--- src/rtl/operand_pipeline.sv ---
// Execute/memory/write-back operand pipeline: E, M and W stage registers,
// E-stage operand forwarding and a saturating count of flushed E slots.
module operand_pipeline #(
    parameter int WIDTH = 16
) (
    input  logic             clk,
    input  logic             reset,
    input  logic             RegWriteD,
    input  logic             MemToRegD,
    input  logic [2:0]       RsD,
    input  logic [2:0]       RtD,
    input  logic [2:0]       RdD,
    input  logic [WIDTH-1:0] RD1D,
    input  logic [WIDTH-1:0] RD2D,
    input  logic             FlushE,
    input  logic [1:0]       ForwardA,
    input  logic [1:0]       ForwardB,
    input  logic [WIDTH-1:0] ALUResultE,
    input  logic [WIDTH-1:0] ReadDataM,
    output logic [2:0]       A,
    output logic [2:0]       B,
    output logic [2:0]       WB2,
    output logic             RegWriteM,
    output logic [2:0]       WB3,
    output logic             RegWriteW,
    output logic [WIDTH-1:0] SrcAE,
    output logic [WIDTH-1:0] SrcBE,
    output logic [WIDTH-1:0] ALUOutM,
    output logic [WIDTH-1:0] ResultW,
    output logic [7:0]       BubbleCount
);

    logic             regWriteE;
    logic             memToRegE;
    logic [2:0]       rsE;
    logic [2:0]       rtE;
    logic [2:0]       rdE;
    logic [WIDTH-1:0] rd1E;
    logic [WIDTH-1:0] rd2E;

    logic             regWriteMReg;
    logic             memToRegM;
    logic [2:0]       rdM;
    logic [WIDTH-1:0] aluOutMReg;

    logic             regWriteWReg;
    logic [2:0]       rdW;
    logic [WIDTH-1:0] resultWReg;

    logic [7:0]       bubbleCountReg;

    // A flush overrides the decode inputs and loads an all-zero bubble.
    always_ff @(posedge clk or posedge reset) begin
        if (reset) begin
            regWriteE <= 1'b0;
            memToRegE <= 1'b0;
            rsE       <= '0;
            rtE       <= '0;
            rdE       <= '0;
            rd1E      <= '0;
            rd2E      <= '0;
        end else if (FlushE) begin
            regWriteE <= 1'b0;
            memToRegE <= 1'b0;
            rsE       <= '0;
            rtE       <= '0;
            rdE       <= '0;
            rd1E      <= '0;
            rd2E      <= '0;
        end else begin
            regWriteE <= RegWriteD;
            memToRegE <= MemToRegD;
            rsE       <= RsD;
            rtE       <= RtD;
            rdE       <= RdD;
            rd1E      <= RD1D;
            rd2E      <= RD2D;
        end
    end

    always_ff @(posedge clk or posedge reset) begin
        if (reset) begin
            regWriteMReg <= 1'b0;
            memToRegM    <= 1'b0;
            rdM          <= '0;
            aluOutMReg   <= '0;
        end else begin
            regWriteMReg <= regWriteE;
            memToRegM    <= memToRegE;
            rdM          <= rdE;
            aluOutMReg   <= ALUResultE;
        end
    end

    always_ff @(posedge clk or posedge reset) begin
        if (reset) begin
            regWriteWReg <= 1'b0;
            rdW          <= '0;
            resultWReg   <= '0;
        end else begin
            regWriteWReg <= regWriteMReg;
            rdW          <= rdM;
            resultWReg   <= memToRegM ? ReadDataM : aluOutMReg;
        end
    end

    always_ff @(posedge clk or posedge reset) begin
        if (reset) begin
            bubbleCountReg <= '0;
        end else if (FlushE && (bubbleCountReg != 8'hFF)) begin
            bubbleCountReg <= bubbleCountReg + 8'd1;
        end
    end

    // Unknown or reserved selects fall through to the register operand.
    always_comb begin
        SrcAE = rd1E;
        case (ForwardA)
            2'b10:   SrcAE = aluOutMReg;
            2'b01:   SrcAE = resultWReg;
            default: SrcAE = rd1E;
        endcase
    end

    always_comb begin
        SrcBE = rd2E;
        case (ForwardB)
            2'b10:   SrcBE = aluOutMReg;
            2'b01:   SrcBE = resultWReg;
            default: SrcBE = rd2E;
        endcase
    end

    assign A           = rsE;
    assign B           = rtE;
    assign WB2         = rdM;
    assign RegWriteM   = regWriteMReg;
    assign WB3         = rdW;
    // Register 0 is hardwired, so a W-stage write to it is suppressed here.
    assign RegWriteW   = regWriteWReg && (rdW != 3'd0);
    assign ALUOutM     = aluOutMReg;
    assign ResultW     = resultWReg;
    assign BubbleCount = bubbleCountReg;

endmodule

--- config.mk ---
export PLATFORM = sky130hd
export DESIGN_NAME = operand_pipeline
export DESIGN_NICKNAME = d
export VERILOG_FILES = /design/src/rtl/operand_pipeline.sv
export SDC_FILE = /design/constraint.sdc
export NUM_CORES = 1
export LEC_CHECK = 0
export ABC_AREA = 1
export CORE_MARGIN = 5
export CORE_UTILIZATION = 62
export DETAILED_ROUTE_END_ITERATION = 6
export DONT_BUFFER_PORTS = 1
export HOLD_SLACK_MARGIN = 0.06
export PLACE_DENSITY = 0.78
export SLEW_MARGIN = 20
export SYNTH_ARGS = -nofsm -noshare
export SYNTH_HDL_FRONTEND = slang
export SYNTH_SLANG_ARGS = --single-unit
--- constraint.sdc ---
create_clock -name clk -period 3.5 [get_ports clk]
set_input_delay 0.525 -clock clk [delete_from_list [all_inputs] [get_ports clk]]
set_output_delay 0.525 -clock clk [all_outputs]
set_load 0.01 [all_outputs]
==> key figures, run 1 <==
Run status
  • Outcome: finished, final reports clean

Die
  • Die height: between 80 and 90 um
  • Core ar.: just under 6000 um2
  • Site Rows: 28
  • Die Wd: 88.7 um
  • Die ar.: 7860 um2
  • Ports: around 170
  • Starting Density: 64.4%

Clock tree
  • Post-CTS resize count: 0
  • Clock-pin slew on the worst setup and hold paths: roughly 0.080 ns
  • CTS tree: built
  • Cts bufs inserted: 9
  • Root buf cell: clkbuf_8
  • H-tree Lvls: 3
  • Clock latency on the worst-skew pair: 0.35 ns
  • Clk sinks: 92
  • Clock Path Buffers: 2
  • Setup repair bufs after CTS: 0
  • Cts hold-fix bufs: 0

Synth
  • Number of synthesized register bits: slightly above 90
  • Synth top area share: between 60 and 70%
  • Cell variety after synth: 23
  • Synth area leader: dfrtp_1
  • Synth area leaders: dfrtp_1, a21oi_1, nor2_1
  • YS warnings: 0
  • Synthesized cell area: between 3000 and 4000 um2
  • Mapped Nets: approximately 500
  • Register area share after synthesis: approximately three fifths
  • Synthesized area per cell: slightly above 9 um2
  • Cells after Synth: between 400 and 500

Layout
  • Fin cells: about 480
  • Net total in the final layout: between 400 and 500
  • Filler cells: approximately 480
  • Share of layout cells above drive strength 1: a little over a tenth
  • Area delta synth->final: 5.81%
  • N_diodes: 0

Drt
  • DRT Pass-1 Iters: 5
  • Routed WL: 10100 um
  • Vias per inst: between 5 and 6
  • Via count: ~2.8k
  • Routed Antenna Nets: 0
  • DR WL/cell: 20.8 um
  • DRC: 0
  • DRC marker count from the first detailed-route iteration: 104

Timing
  • Worst-Margin Slew: 0.811 ns
  • Setup Skew: around 0.0062 ns
  • Rel. slew slack: between 40% and 50%
  • # setup viols final: 0
  • Max Fclk: approximately 400 MHz
  • Endpoints failing hold: 0
  • Post-layout min period: 2.43 ns
  • Setup tns final: 0 ns
  • Pins Over Slew Limit: 0
  • RSZ-0062 raised after global routing: no
  • Final worst path period share: between 60% and 70%

Global routing
  • Initial antenna violation count: 0
  • First-pass GRT wire length: 15000 um
  • Total gr overflow: 0
  • Largest net degree at the start of global routing: 47
  • Vias in the first global route: just under 3k
  • GRT Overall Usage: around a quarter

Place
  • DP HPWL: 7290 um
  • Gpl congestion: 0.814
  • PortBufs: 0
  • Post-Place Cells: 468

Power and ir drop
  • Power Dens Cells: 574 nW/um2
  • Final Power: around 2.3 mW
  • Peak supply drop: roughly 0.47 mV
  • Leak: slightly above 2 nW

Worst setup path
  • Crit path kind: in -> out
  • Setup crit end kind: primary output
  • Buffer and inverter count on the worst path: 2
  • WP depth: 5
  • Critical path startpoint category: input pin
  • CP cell instances: inv_1 -> ha_1 -> inv_2 -> nor2_1 -> a21oi_1
  • Master of the slowest instance on the critical path: ha_1
  • Worst path required time: just under 3 ns
  • Crit-path max FO: 17
  • Arrival @ worst endpoint: about 1.9 ns
  • Max stage delay on crit path: just over 0.7 ns
  • Worst reg-to-reg path cell count: 8
  • Family with the most delay on the worst path: adder cells

Run
  • Reported max-cap violation count: 0

Worst hold path
  • Worst min-delay path category: in -> async
-- flip-flops by register name (all words and copies together), names as in the netlist --
register,flops
A,3
ALUOutM,16
B,3
BubbleCount,8
RegWriteM,1
ResultW,16
WB2,3
WB3,3
memToRegE,1
memToRegM,1
rd1E,16
rd2E,16
rdE,3
regWriteE,1
regWriteWReg,1
-- worst paths after layout --
check                                from        endpoint  slack (ns)
max reg2reg                BubbleCount[0]  BubbleCount[5]        2.05
max                           ForwardA[0]       SrcAE[13]        1.07
min reg2reg                        rdE[0]          WB2[0]        0.36
min in group clk            ALUResultE[2]      ALUOutM[2]        0.20
min                                 reset         rd2E[1]        0.15
max in group asynchronous           reset      ResultW[6]        2.33
-- synthesized netlist by cell type --
master     n
ha_1       5
xnor2_1    2
dfrtp_1   92
nand2_4    1
xor2_1     1
inv_2      2
nand2_1   64
nand3_2    1
o21ai_0    1
buf_2     13
o31a_1     1
nor2_2     2
buf_6      1
a21oi_1   64
nand4_1    1
nand2_2    2
clkbuf_2   4
buf_4      3
nor2_1    78
nand3_1    2
inv_4      1
mux2_2    16
inv_1     54
-- kinds of logic (layout without fill, tap and decap cells) --
| kind of cell | count (synthesis) | count (layout) | synth area share [%] |
|---|---|---|---|
| AOI/OAI and AO/OA | 66 | 66 | 8.71 |
| and+or+nand+nor | 151 | 151 | 15.5 |
| muxes | 16 | 16 | 4.70 |
| adders and majority gates | 5 | 5 | 1.63 |
| xor gates and xnor gates | 3 | 3 | 0.685 |
| DFF | 92 | 92 | 60.0 |
| buffers and inverters | 78 | 75 | 8.74 |
-- layout make-up --
type | count | area, um2 | area share (%)
Clock buffer | 11 | 151 | 3.73
Clock inverter | 4 | 72.6 | 1.79
Inverter | 57 | 218 | 5.36
Multi-Input combinational cell | 241 | 1200 | 29.5
Sequential cell | 92 | 2300 | 56.7
Tap cell | 75 | 93.8 | 2.31
Timing Repair Buffer | 3 | 22.5 | 0.555
-- worst register-to-register path: cells and delay by family (launching register included) --
kind	cells	cell delay [ns]
AND/OR/NAND/NOR	5	0.41
adder cells (fa/ha/maj)	1	0.26
flip-flops	1	0.50
buffers and inverters	2	0.17
-- through the flow --
step | setup WS, ns | instance area [um2] | hold slack (ns) | util, %
after floorplan | 0.583 | 3840 | 0.331 | -
after global placement | 1.16 | 3830 | 0.331 | 64.4
after detailed placement | 1.10 | 3830 | 0.336 | 64.4
after CTS | 1.09 | 4060 | 0.167 | 68.2
after global routing | 0.973 | 4060 | 0.170 | 68.2
final | 1.07 | 4060 | 0.153 | 68.2
-- power by group --
part,switching [mW],internal (mW)
clock,0.348,0.436
combinational,0.193,0.0967
sequential,0.118,1.14
-- routing by layer --
layer	wire length, um	vias to the layer above	share of wire (%)	GRT usage (%)
met5	0	-	0	0
met4	220	0	2.2	9.20
met3	1250	21	12	10.8
met2	5000	179	50	45.0
met1	3590	1308	36	29.5
li1	-	1247	-	-
-- cells in the final DEF, fill, tap and decap left out, types with 3 or more instances in the layout --
master	instances
dfrtp_1	92
nor2_1	78
a21oi_1	64
nand2_1	64
inv_1	53
mux2_2	16
clkbuf_8	11
ha_1	5
buf_4	3
Power figures use the tool's default switching activity.
==> run 2: changes to the inputs <==
--- a/config.mk
+++ b/config.mk
@@ -7,11 +7,11 @@
 export LEC_CHECK = 0
 export ABC_AREA = 1
 export CORE_MARGIN = 5
-export CORE_UTILIZATION = 62
+export CORE_UTILIZATION = 56
 export DETAILED_ROUTE_END_ITERATION = 6
 export DONT_BUFFER_PORTS = 1
 export HOLD_SLACK_MARGIN = 0.06
-export PLACE_DENSITY = 0.78
+export PLACE_DENSITY = 0.74
 export SLEW_MARGIN = 20
 export SYNTH_ARGS = -nofsm -noshare
 export SYNTH_HDL_FRONTEND = slang
==> constraint.sdc (replaced) <==
create_clock -name clk -period 2 [get_ports clk]
set_input_delay 0.3 -clock clk [delete_from_list [all_inputs] [get_ports clk]]
set_output_delay 0.3 -clock clk [all_outputs]
set_load 0.01 [all_outputs]
==> run 2 against run 1 <==
Worst hold slack got worse by 0.075 ns. Via count increased by 11%. Largest power group unchanged. Setup slack got worse by 0.80 ns. Global-route usage decreased by 2.0 points. Utilization increased by 3.2 points. Sequential cell count unchanged. Largest cell class unchanged. Wire length increased by 2.8%. Final cell count increased by 16%. Count of clock-buffer cells in the layout decreased by 2. Clock skew increased by 0.0071 ns. Sequential share of layout area decreased by 8.7 points.
==> key figures, run 2 (same netlist as run 1, synthesis figures left out) <==
Place
  • Gpl congestion: 0.825 (+1.4%)
  • Pre-CTS WS: 0.316 ns (-0.783 ns)
  • PortBufs: 0 (unchanged)
  • DP HPWL: 6910 um (-5.2%)

Die
  • Core ar.: 6720 um2 (+13%)
  • Site Rows: 30 (+7.1%)
  • Die Wd: 92.8 um (+4.6%)
  • Ports: 168 (unchanged)
  • Starting Density: 57.1% (-7.3 points)
  • Die ar.: 8610 um2 (+9.5%)
  • Die height: 92.8 um (+4.6%)

Worst setup path
  • Setup crit end kind: primary output
  • Max stage delay on crit path: 0.40 ns (-0.32 ns)
  • Buffer and inverter count on the worst path: 2 (unchanged)
  • Register-to-register setup slack: 0.57 ns (-1.48 ns)
  • CP cell instances: inv_1 -> ha_1 -> inv_2 -> nor2_1 -> a21oi_1
  • Critical path startpoint category: input pin
  • Arrival @ worst endpoint: 1.43 ns (-0.48 ns)
  • WP depth: 5 (unchanged)
  • Worst reg-to-reg path cell count: 8 (unchanged)
  • Crit path kind: in -> out
  • Master of the slowest instance on the critical path: ha_1
  • Crit-path max FO: 16 (-1)
  • Worst path required time: 1.70 ns (-1.27 ns)
  • Family with the most delay on the worst path: adder cells

Clock tree
  • Clock-pin slew on the worst setup and hold paths: 0.08 ns (about the same)
  • Clk sinks: 92 (unchanged)
  • H-tree Lvls: 3 (unchanged)
  • CTS tree: built
  • Root buf cell: clkbuf_8
  • Clock latency on the worst-skew pair: 0.34 ns (about the same)
  • Post-CTS resize count: 0 (unchanged)
  • Cts bufs inserted: 9 (unchanged)
  • Clock Path Buffers: 2 (unchanged)

Timing
  • Max Fclk: 579 MHz
  • # setup viols final: 0 (unchanged)
  • Worst-Margin Slew: 0.698 ns (-0.113 ns)
  • Setup WS post-layout: 0.274 ns (-0.795 ns)
  • RSZ-0062 raised after global routing: no
  • Final worst path period share: 86.3%
  • Endpoints failing hold: 0 (unchanged)
  • Rel. slew slack: 53.3% (+7.4 points)
  • Setup Skew: 0.0133 ns (+0.00705 ns)
  • Setup tns final: 0 ns (unchanged)
  • WHS: 0.0786 ns (-0.0749 ns)
  • Pins Over Slew Limit: 0 (unchanged)
  • Post-layout min period: 1.73 ns

Power and ir drop
  • Power Dens Cells: 877 nW/um2 (+53%)
  • Peak supply drop: 0.466 mV (-1.0%)
  • Leak: 2.38 nW (+16%)
  • Final Power: 4.20 mW (+80%)

Run status
  • Outcome: finished, final reports clean

Layout
  • Commonest cells after routing, fill and taps aside: dfrtp_1, nor2_1, a21oi_1, nand2_1, dlygate4sd3_1
  • Filler cells: 503 (+5.0%)
  • N_diodes: 0 (unchanged)
  • Area delta synth->final: 24.9%
  • Net total in the final layout: 563 (+15%)
  • Commonest non-fill, non-tap cell in the layout: dfrtp_1
  • Share of layout cells above drive strength 1: 12.1% (+1.3 points)

Drt
  • Routed Antenna Nets: 0 (unchanged)
  • DRC: 0 (unchanged)
  • Via count: 3068 (+11%)
  • Routed WL: 10300 um (+2.8%)
  • Vias per inst: 5.47 (-4.1%)
  • DR WL/cell: 18.4 um (-12%)
  • DRC marker count from the first detailed-route iteration: 181 (+74%)
  • DRT Pass-1 Iters: 5 (unchanged)

Worst hold path
  • Worst min-delay path category: in -> reg
  • Hold depth: 2

Run
  • Reported max-cap violation count: 0 (unchanged)

Global routing
  • Initial antenna violation count: 0 (unchanged)
  • Largest net degree at the start of global routing: 44 (-6.4%)
  • GRT Overall Usage: 24.3% (-2.0 points)
  • Vias in the first global route: 3232 (+9.1%)
  • Total gr overflow: 0 (unchanged)
  • First-pass GRT wire length: 16200 um (+7.7%)
[run 2: worst paths after layout]
path | start | endpoint
min in group asynchronous | reset | WB2[2]
worst max register to register | BubbleCount[0] | BubbleCount[3]
max in group asynchronous | reset | rd1E[1]
worst min register to register | memToRegE | memToRegM
worst max-delay path | ForwardB[0] | SrcBE[12]
worst min-delay path | RD1D[1] | rd1E[1]
[run 2: routing by layer]
layer / GRT usage (%) / vias up / wire length [um]
li1: - / 1387 / -
met1: 28.0 / 1493 / 3730
met2: 42.8 / 156 / 5400
met3: 6.01 / 32 / 900
met4: 10.3 / 0 / 312
met5: 0 / - / 0
[run 2: repair_timing]
item,CTS,global route
hold endpoints to repair,88,0
hold buffers,60,0
buffers inserted,0,0
[run 2: per-stage QoR]
| stage | cell area, um2 | cells | utilization [%] |
|---|---|---|---|
| 2_1_floorplan | 3840 | 411 | - |
| 3_5_place_dp | 3960 | 485 | 58.9 |
| 3_3_place_gp | 3960 | 485 | 58.9 |
| 6_report | 4790 | 561 | 71.3 |
| 4_1_cts | 4790 | 561 | 71.3 |
| 5_1_grt | 4790 | 561 | 71.3 |
[run 2: power breakdown]
| part | internal, mW | switching [mW] |
|---|---|---|
| registers | 1.99 | 0.195 |
| clock network | 0.710 | 0.644 |
| logic | 0.275 | 0.386 |
[run 2: layout make-up]
type	instances	area [um2]	share of cell area [%]
Sequential cell	92	2300	48.0
Tap cell	80	100	2.09
Inverter	57	220	4.60
Multi-Input combinational cell	241	1200	25.0
Clock buffer	9	124	2.58
Timing Repair Buffer	75	748	15.6
Clock inverter	7	98.8	2.06
